$ cat src/rtl/starfield_pkg.sv
// Shared definitions for the starfield blend stage.
//   - CPU register addresses for tint, fade target and control.
//   - Fade controller state encoding.
//   - Packed pixel/pipeline structures and their reset values.
package starfield_pkg;

    localparam logic [1:0] SF_BLEND_TINT   = 2'd0;
    localparam logic [1:0] SF_BLEND_TARGET = 2'd1;
    localparam logic [1:0] SF_BLEND_CTRL   = 2'd2;

    typedef enum logic [1:0] {
        FADE_HOLD = 2'd0,
        FADE_UP   = 2'd1,
        FADE_DOWN = 2'd2
    } fade_state_t;

    typedef struct packed {
        logic [7:0] r;
        logic [7:0] g;
        logic [7:0] b;
    } rgb_t;

    // First pipeline stage: registered inputs, star intensity and twinkle result.
    typedef struct packed {
        logic       hblank;
        logic       vblank;
        logic       fg_on;
        rgb_t       fg;
        logic       star_vis;
        logic [7:0] si;
    } s1_t;

    // Second pipeline stage: final colour plus matching blanking.
    typedef struct packed {
        logic hblank;
        logic vblank;
        rgb_t rgb;
    } out_t;

    localparam s1_t S1_RESET = '{
        hblank:   1'b1,
        vblank:   1'b1,
        fg_on:    1'b0,
        fg:       '0,
        star_vis: 1'b0,
        si:       8'd0
    };

    localparam out_t OUT_RESET = '{
        hblank: 1'b1,
        vblank: 1'b1,
        rgb:    '0
    };

endpackage

$ cat src/rtl/starfield_fade.sv
// Per-frame brightness fade controller and twinkle frame counter.
// Ports:
//   clk, rst_n  - clock, asynchronous active-low reset
//   frame_evt   - one-cycle strobe marking a frame boundary
//   target      - fade target level (value held before this cycle)
//   level       - current brightness level, moves FADE_STEP per frame
//   frame_cnt   - free-running frame counter, wraps at 2**FRAME_BITS
module starfield_fade
    import starfield_pkg::*;
#(
    parameter logic [7:0] FADE_STEP  = 8'd4,
    parameter int         FRAME_BITS = 3
) (
    input  logic                  clk,
    input  logic                  rst_n,
    input  logic                  frame_evt,
    input  logic [7:0]            target,
    output logic [7:0]            level,
    output logic [FRAME_BITS-1:0] frame_cnt
);

    fade_state_t           state_q, state_d;
    logic [7:0]            level_q, level_d;
    logic [FRAME_BITS-1:0] cnt_q, cnt_d;
    logic [8:0]            up_sum;
    logic [8:0]            down_diff;

    // NOTE: every variable written in always_comb gets a default first, so no
    // path leaves it unassigned and no latch is inferred.
    always_comb begin
        state_d   = state_q;
        level_d   = level_q;
        cnt_d     = cnt_q;
        // 9-bit arithmetic: bit 8 flags overflow on the way up and
        // underflow on the way down, so the clamp never sees a wrapped value.
        up_sum    = {1'b0, level_q} + {1'b0, FADE_STEP};
        down_diff = {1'b0, level_q} - {1'b0, FADE_STEP};

        if (frame_evt) begin
            cnt_d = cnt_q + FRAME_BITS'(1);

            // Direction is re-derived on every frame from the live level,
            // so a target change simply redirects the next step.
            if (level_q < target) begin
                state_d = FADE_UP;
            end else if (level_q > target) begin
                state_d = FADE_DOWN;
            end else begin
                state_d = FADE_HOLD;
            end

            case (state_d)
                FADE_UP:   level_d = (up_sum > {1'b0, target}) ? target : up_sum[7:0];
                FADE_DOWN: level_d = (down_diff[8] || (down_diff[7:0] < target))
                                     ? target : down_diff[7:0];
                default:   level_d = level_q;
            endcase
        end
    end

    // NOTE: sequential state uses non-blocking assignments so every flop
    // samples the pre-edge values regardless of statement order.
    always_ff @(posedge clk or negedge rst_n) begin
        if (!rst_n) begin
            state_q <= FADE_HOLD;
            level_q <= 8'd0;
            cnt_q   <= '0;
        end else begin
            state_q <= state_d;
            level_q <= level_d;
            cnt_q   <= cnt_d;
        end
    end

    assign level     = level_q;
    assign frame_cnt = cnt_q;

endmodule

$ cat src/rtl/starfield_blend.sv
// Composites starfield pixels under the foreground layer to produce final RGB.
// Adds CPU star tint, per-frame fade (via starfield_fade) and optional twinkle.
// Two-stage pipeline advancing only on en; latency two en strobes.
// Ports:
//   clk, rst_n              - clock, asynchronous active-low reset
//   en                      - pixel enable
//   hblank, vblank          - blanking for the incoming pixel
//   sf_on, sf_star          - star present / star brightness
//   fg_on, fg_r/g/b         - foreground opaque flag and colour
//   addr, data_in, write    - CPU register port (tint, target, ctrl)
//   r, g, b                 - composited colour
//   hblank_out, vblank_out  - blanking aligned with r/g/b
module starfield_blend
    import starfield_pkg::*;
#(
    parameter logic [7:0] FADE_STEP  = 8'd4,
    parameter int         FRAME_BITS = 3
) (
    input  logic       clk,
    input  logic       rst_n,
    input  logic       en,
    input  logic       hblank,
    input  logic       vblank,
    input  logic       sf_on,
    input  logic [7:0] sf_star,
    input  logic       fg_on,
    input  logic [7:0] fg_r,
    input  logic [7:0] fg_g,
    input  logic [7:0] fg_b,
    input  logic [1:0] addr,
    input  logic [7:0] data_in,
    input  logic       write,
    output logic [7:0] r,
    output logic [7:0] g,
    output logic [7:0] b,
    output logic       hblank_out,
    output logic       vblank_out
);

    logic [2:0]            tint_q, tint_d;
    logic [7:0]            target_q, target_d;
    logic                  ctrl_q, ctrl_d;
    logic                  vblank_prev_q, vblank_prev_d;
    s1_t                   s1_q, s1_d;
    out_t                  out_q, out_d;

    logic                  frame_evt;
    logic                  suppress;
    logic [7:0]            si;
    logic [7:0]            level;
    logic [FRAME_BITS-1:0] frame_cnt;
    rgb_t                  star_rgb;

    // Frame boundary: vblank rising, judged only on pixel strobes.
    assign frame_evt = en && vblank && !vblank_prev_q;

    starfield_fade #(
        .FADE_STEP  (FADE_STEP),
        .FRAME_BITS (FRAME_BITS)
    ) u_fade (
        .clk       (clk),
        .rst_n     (rst_n),
        .frame_evt (frame_evt),
        .target    (target_q),
        .level     (level),
        .frame_cnt (frame_cnt)
    );

    assign suppress = ctrl_q && (sf_star[FRAME_BITS-1:0] == frame_cnt);
    // Upper byte of the 16-bit star * level product.
    assign si       = 8'((16'(sf_star) * 16'(level)) >> 8);

    // Tint gates each channel of the stage-1 intensity; bit 2 is red.
    assign star_rgb = '{
        r: tint_q[2] ? s1_q.si : 8'd0,
        g: tint_q[1] ? s1_q.si : 8'd0,
        b: tint_q[0] ? s1_q.si : 8'd0
    };

    // CPU registers respond to write on any clock, independent of en.
    always_comb begin
        tint_d   = tint_q;
        target_d = target_q;
        ctrl_d   = ctrl_q;
        if (write) begin
            case (addr)
                SF_BLEND_TINT:   tint_d   = data_in[2:0];
                SF_BLEND_TARGET: target_d = data_in;
                SF_BLEND_CTRL:   ctrl_d   = data_in[0];
                default:         ;
            endcase
        end
    end

    // Pixel pipeline: everything holds while en is low.
    always_comb begin
        vblank_prev_d = vblank_prev_q;
        s1_d          = s1_q;
        out_d         = out_q;
        if (en) begin
            vblank_prev_d = vblank;

            s1_d.hblank   = hblank;
            s1_d.vblank   = vblank;
            s1_d.fg_on    = fg_on;
            s1_d.fg       = '{r: fg_r, g: fg_g, b: fg_b};
            s1_d.star_vis = sf_on && !suppress;
            s1_d.si       = si;

            out_d.hblank  = s1_q.hblank;
            out_d.vblank  = s1_q.vblank;
            if (s1_q.hblank || s1_q.vblank) begin
                out_d.rgb = '0;
            end else if (s1_q.fg_on) begin
                out_d.rgb = s1_q.fg;
            end else if (s1_q.star_vis) begin
                out_d.rgb = star_rgb;
            end else begin
                out_d.rgb = '0;
            end
        end
    end

    always_ff @(posedge clk or negedge rst_n) begin
        if (!rst_n) begin
            tint_q        <= 3'b111;
            target_q      <= 8'd0;
            ctrl_q        <= 1'b0;
            // Reset as "already high" so a vblank held through reset release
            // is not mistaken for a rising edge.
            vblank_prev_q <= 1'b1;
            s1_q          <= S1_RESET;
            out_q         <= OUT_RESET;
        end else begin
            tint_q        <= tint_d;
            target_q      <= target_d;
            ctrl_q        <= ctrl_d;
            vblank_prev_q <= vblank_prev_d;
            s1_q          <= s1_d;
            out_q         <= out_d;
        end
    end

    assign r          = out_q.rgb.r;
    assign g          = out_q.rgb.g;
    assign b          = out_q.rgb.b;
    assign hblank_out = out_q.hblank;
    assign vblank_out = out_q.vblank;

endmodule
$ cat config.mk
export PLATFORM = sky130hd
export DESIGN_NAME = starfield_blend
export DESIGN_NICKNAME = d
export VERILOG_FILES = /design/src/rtl/starfield_pkg.sv /design/src/rtl/starfield_fade.sv /design/src/rtl/starfield_blend.sv
export SDC_FILE = /design/constraint.sdc
export NUM_CORES = 1
export LEC_CHECK = 0
export BUFFER_PORTS_ARGS = -buffer_cell sky130_fd_sc_hd__buf_2
export CAP_MARGIN = 20
export CORE_MARGIN = 2
export CORE_UTILIZATION = 54
export DETAILED_ROUTE_END_ITERATION = 10
export PLACE_DENSITY = 0.9
export SLEW_MARGIN = 20
export SYNTH_ARGS = -nofsm -noshare
export SYNTH_HDL_FRONTEND = slang
export SYNTH_SLANG_ARGS = --single-unit
$ cat constraint.sdc
create_clock -name clk -period 4.4 [get_ports clk]
set_input_delay 0.88 -clock clk [delete_from_list [all_inputs] [get_ports clk]]
set_output_delay 0.88 -clock clk [all_outputs]
set_load 0.005 [all_outputs]
==> impl_metrics.csv <==
group,metric,value,unit
clock_network,cts-htree-levels,3,
synthesis,synth_edf_count,0,
run,maxCapViolations,0,
status,status,"finished with violations",
finish,layout_commonest_cell,"dfrtp_1",
clock_network,cts-buffers-inserted,9,
timing,rsz0062_at_grt,"yes",
synthesis,ys_seq_elements,85,
finish,drive_gt1_share,32.36,%
worst_setup_path,worstSetupPathType,"primary input to flop",
clock_network,cts.sinks,85,
synthesis,syn_nets,731,
worst_hold_path,hold_path_depth,1,
worst_setup_path,cp_max_fo,7,
timing,skew,0.01073,ns
place,place_area,0.007012,sq mm
synthesis,synth_top_flop_cell,"dfrtp_1",
floorplan,initial_utilization,55.23,%
synthesis,async_flop_share,100.0,%
clock_network,root_buffer,"clkbuf_16",
floorplan,die_w,112.1,um
finish,final_util,65.53,%
synthesis,synth_warnings,0,
routing,drt_wl_total,16.19,mm
timing,hold_viol_final,0,
floorplan,die_h,112.1,um
clock_network,cts_tree,"built",
routing,drtIter0Drc,389,
timing,fin_crit_sh,100.1,%
grt,grt_antenna_before_repair,0,
place,dp_cells,810,
worst_setup_path,end_kind,"flop",
floorplan,fp-row-count,39,
clock_network,hold_buffers,0,
place,numPortBuffers,75,
clock_network,clock_path_buffers,2,
synthesis,syn_avg_cell_area,10.67,sq um
synthesis,synthDistinctLibCells,59,
synthesis,synth_area_leaders,"dfrtp_1 31%, fa_1 11%, ha_1 11%",
finish,seq_area,0.002136,sq mm
finish,final_area,0.007482,sq mm
grt,grt_overflow,0,
status,violations,"negative setup slack",
synthesis,synth_top_area_share,30.95,%
timing,worstMarginPinSlew,1.027,ns
routing,vias,5029,
finish,insertedDiodeCount,0,
routing,routed_via_density,6.066,
routing,antenna_left,0,
clock_network,clk_latency,0.35,ns
synthesis,syn_inst,591,
floorplan,core_area,0.01142,sq mm
worst_setup_path,rr_worst_depth,13,
worst_setup_path,timing.reg2reg.setup_slack,0.15,ns
synthesis,synth_area_leader_cell,"dfrtp_1",
worst_setup_path,cp_data_required_time,4.63,ns
place,post-dp-hpwl,11.77,mm
synthesis,ys_seq_area_share,33.87,%
timing,setup_violations,1,
finish,syn_to_final_growth,18.65,%
worst_setup_path,cp-startpoint,"sf_star[2]",
grt,grt_pass1_wl,26.66,mm
clock_network,clk_pin_slew_worst_paths,0.07,ns
finish,fillers,846,
timing,max_slew_margin,31.51,%
timing,fmax,0.2271,GHz
place,pre_cts_ws,-0.4091,ns
worst_setup_path,cp-start-kind,"primary input",
grt,grt_use_total,26.40,%
worst_setup_path,reg2reg_from,"u_fade.level[4]",
timing,slew_violations,0,
finish,layout_common_cells,"78 x dfrtp_1, 70 x buf_2, 51 x ha_1",
floorplan,dieArea,0.01256,sq mm
finish,finalNetCount,821,
routing,routedWlPerCell,19.53,um
grt,grt_pass1_vias,5504,
worst_hold_path,min_from,"b[3]",
routing,drc,0,
grt,grt_max_degree,86,
floorplan,ios,76,
routing,drtPass1Iterations,5,
worst_hold_path,hp-class,"flop to flop",
worst_setup_path,cp_data_arrival_time,4.63,ns
timing,fin_ws,-0.004041,ns
timing,period_needed,4.404,ns
finish,multi_input_area,0.003999,sq mm
synthesis,synth_area,0.006306,sq mm
place,gp_congestion,0.9359,
finish,final_cell_count_no_fill,829,
[synthesized netlist by cell type (4+ instances only)]
master / n
dfrtp_1: 78
inv_1: 57
ha_1: 55
and2_1: 53
mux2_2: 48
fa_1: 35
nand2_1: 31
a22oi_1: 26
o2bb2ai_1: 24
clkbuf_1: 18
a21oi_1: 16
xnor2_1: 13
nor2_1: 10
nand3_1: 9
o21ai_0: 9
nor2b_1: 8
dfstp_2: 7
xor2_1: 7
a21o_1: 4
buf_1: 4
nand3b_1: 4
o211ai_1: 4
o21a_1: 4
o31ai_1: 4
[layout make-up]
| class | count | share of cell area (%) |
|---|---|---|
| flip-flops and latches | 85 | 28.55 |
| clock buffers | 9 | 3.010 |
| inverters | 57 | 2.860 |
| multi-input cells | 421 | 53.44 |
| well taps | 143 | 2.391 |
| repair buffers | 107 | 8.696 |
| clock inverters | 7 | 1.054 |
[flip-flops by register name (all words and copies together) (netlist names), 3 cells and up]
| register | cells |
|---|---|
| r | 8 |
| target_q | 8 |
| tint_q | 3 |
| s1_q | 36 |
| g | 8 |
| u_fade.frame_cnt | 3 |
| u_fade.level | 8 |
| b | 8 |
[worst paths after layout]
kind | to
hold reg to reg | b[3]
hold / removal | b[3]
min in group asynchronous | b[2]
setup / recovery | s1_q[6]
max in group asynchronous | target_q[1]
setup reg to reg | s1_q[6]
[repair_timing]
action                                  in CTS  in global routing
endpoints found under the setup margin       2                  7
resized for setup                            3                 39
buffers inserted                             1                  2
pin swaps                                   15                 31
[routing by layer]
| metal | wire length, um | up-vias | track usage [%] |
|---|---|---|---|
| met2 | 8072 | 226 | 43.43 |
| met4 | 461 | 0 | 11.30 |
| met5 | 0 | - | 0 |
| li1 | - | 2263 | - |
| met3 | 1075 | 45 | 5.076 |
| met1 | 6578 | 2495 | 34.49 |
[metrics by stage]
| step | hold slack (ns) | TNS (ns) |
|---|---|---|
| 2_1_floorplan | 0.4407 | -0.01291 |
| 3_3_place_gp | 0.4687 | -1.687 |
| 3_5_place_dp | 0.4727 | -2.382 |
| 4_1_cts | 0.4905 | 0 |
| 5_1_grt | 0.5061 | -0.3164 |
| 6_report | 0.4879 | -0.004041 |
[kinds of logic after synthesis]
| group | share of synthesized area (%) |
|---|---|
| simple gates | 12.66 |
| xor+xnor | 2.778 |
| fa+ha+maj | 22.02 |
| compound gates | 14.74 |
| buf+inv | 5.357 |
| flops | 33.87 |
| mux | 8.571 |
[worst max-delay path, stage by stage]
cell and delay, ns:
buf_4 0.14, and2_1 0.17, fa_2 0.43, fa_1 0.52, fa_1 0.57, inv_2 0.05
fa_1 0.53, inv_1 0.06, ha_4 0.27, o2111ai_4 0.13, o211ai_1 0.31, nand2_1 0.16
xnor2_2 0.16, mux2_4 0.26
Power is left out: the tool's default activity adds up to more than one toggle a clock period on the data nets, which glitch-free logic cannot reach.
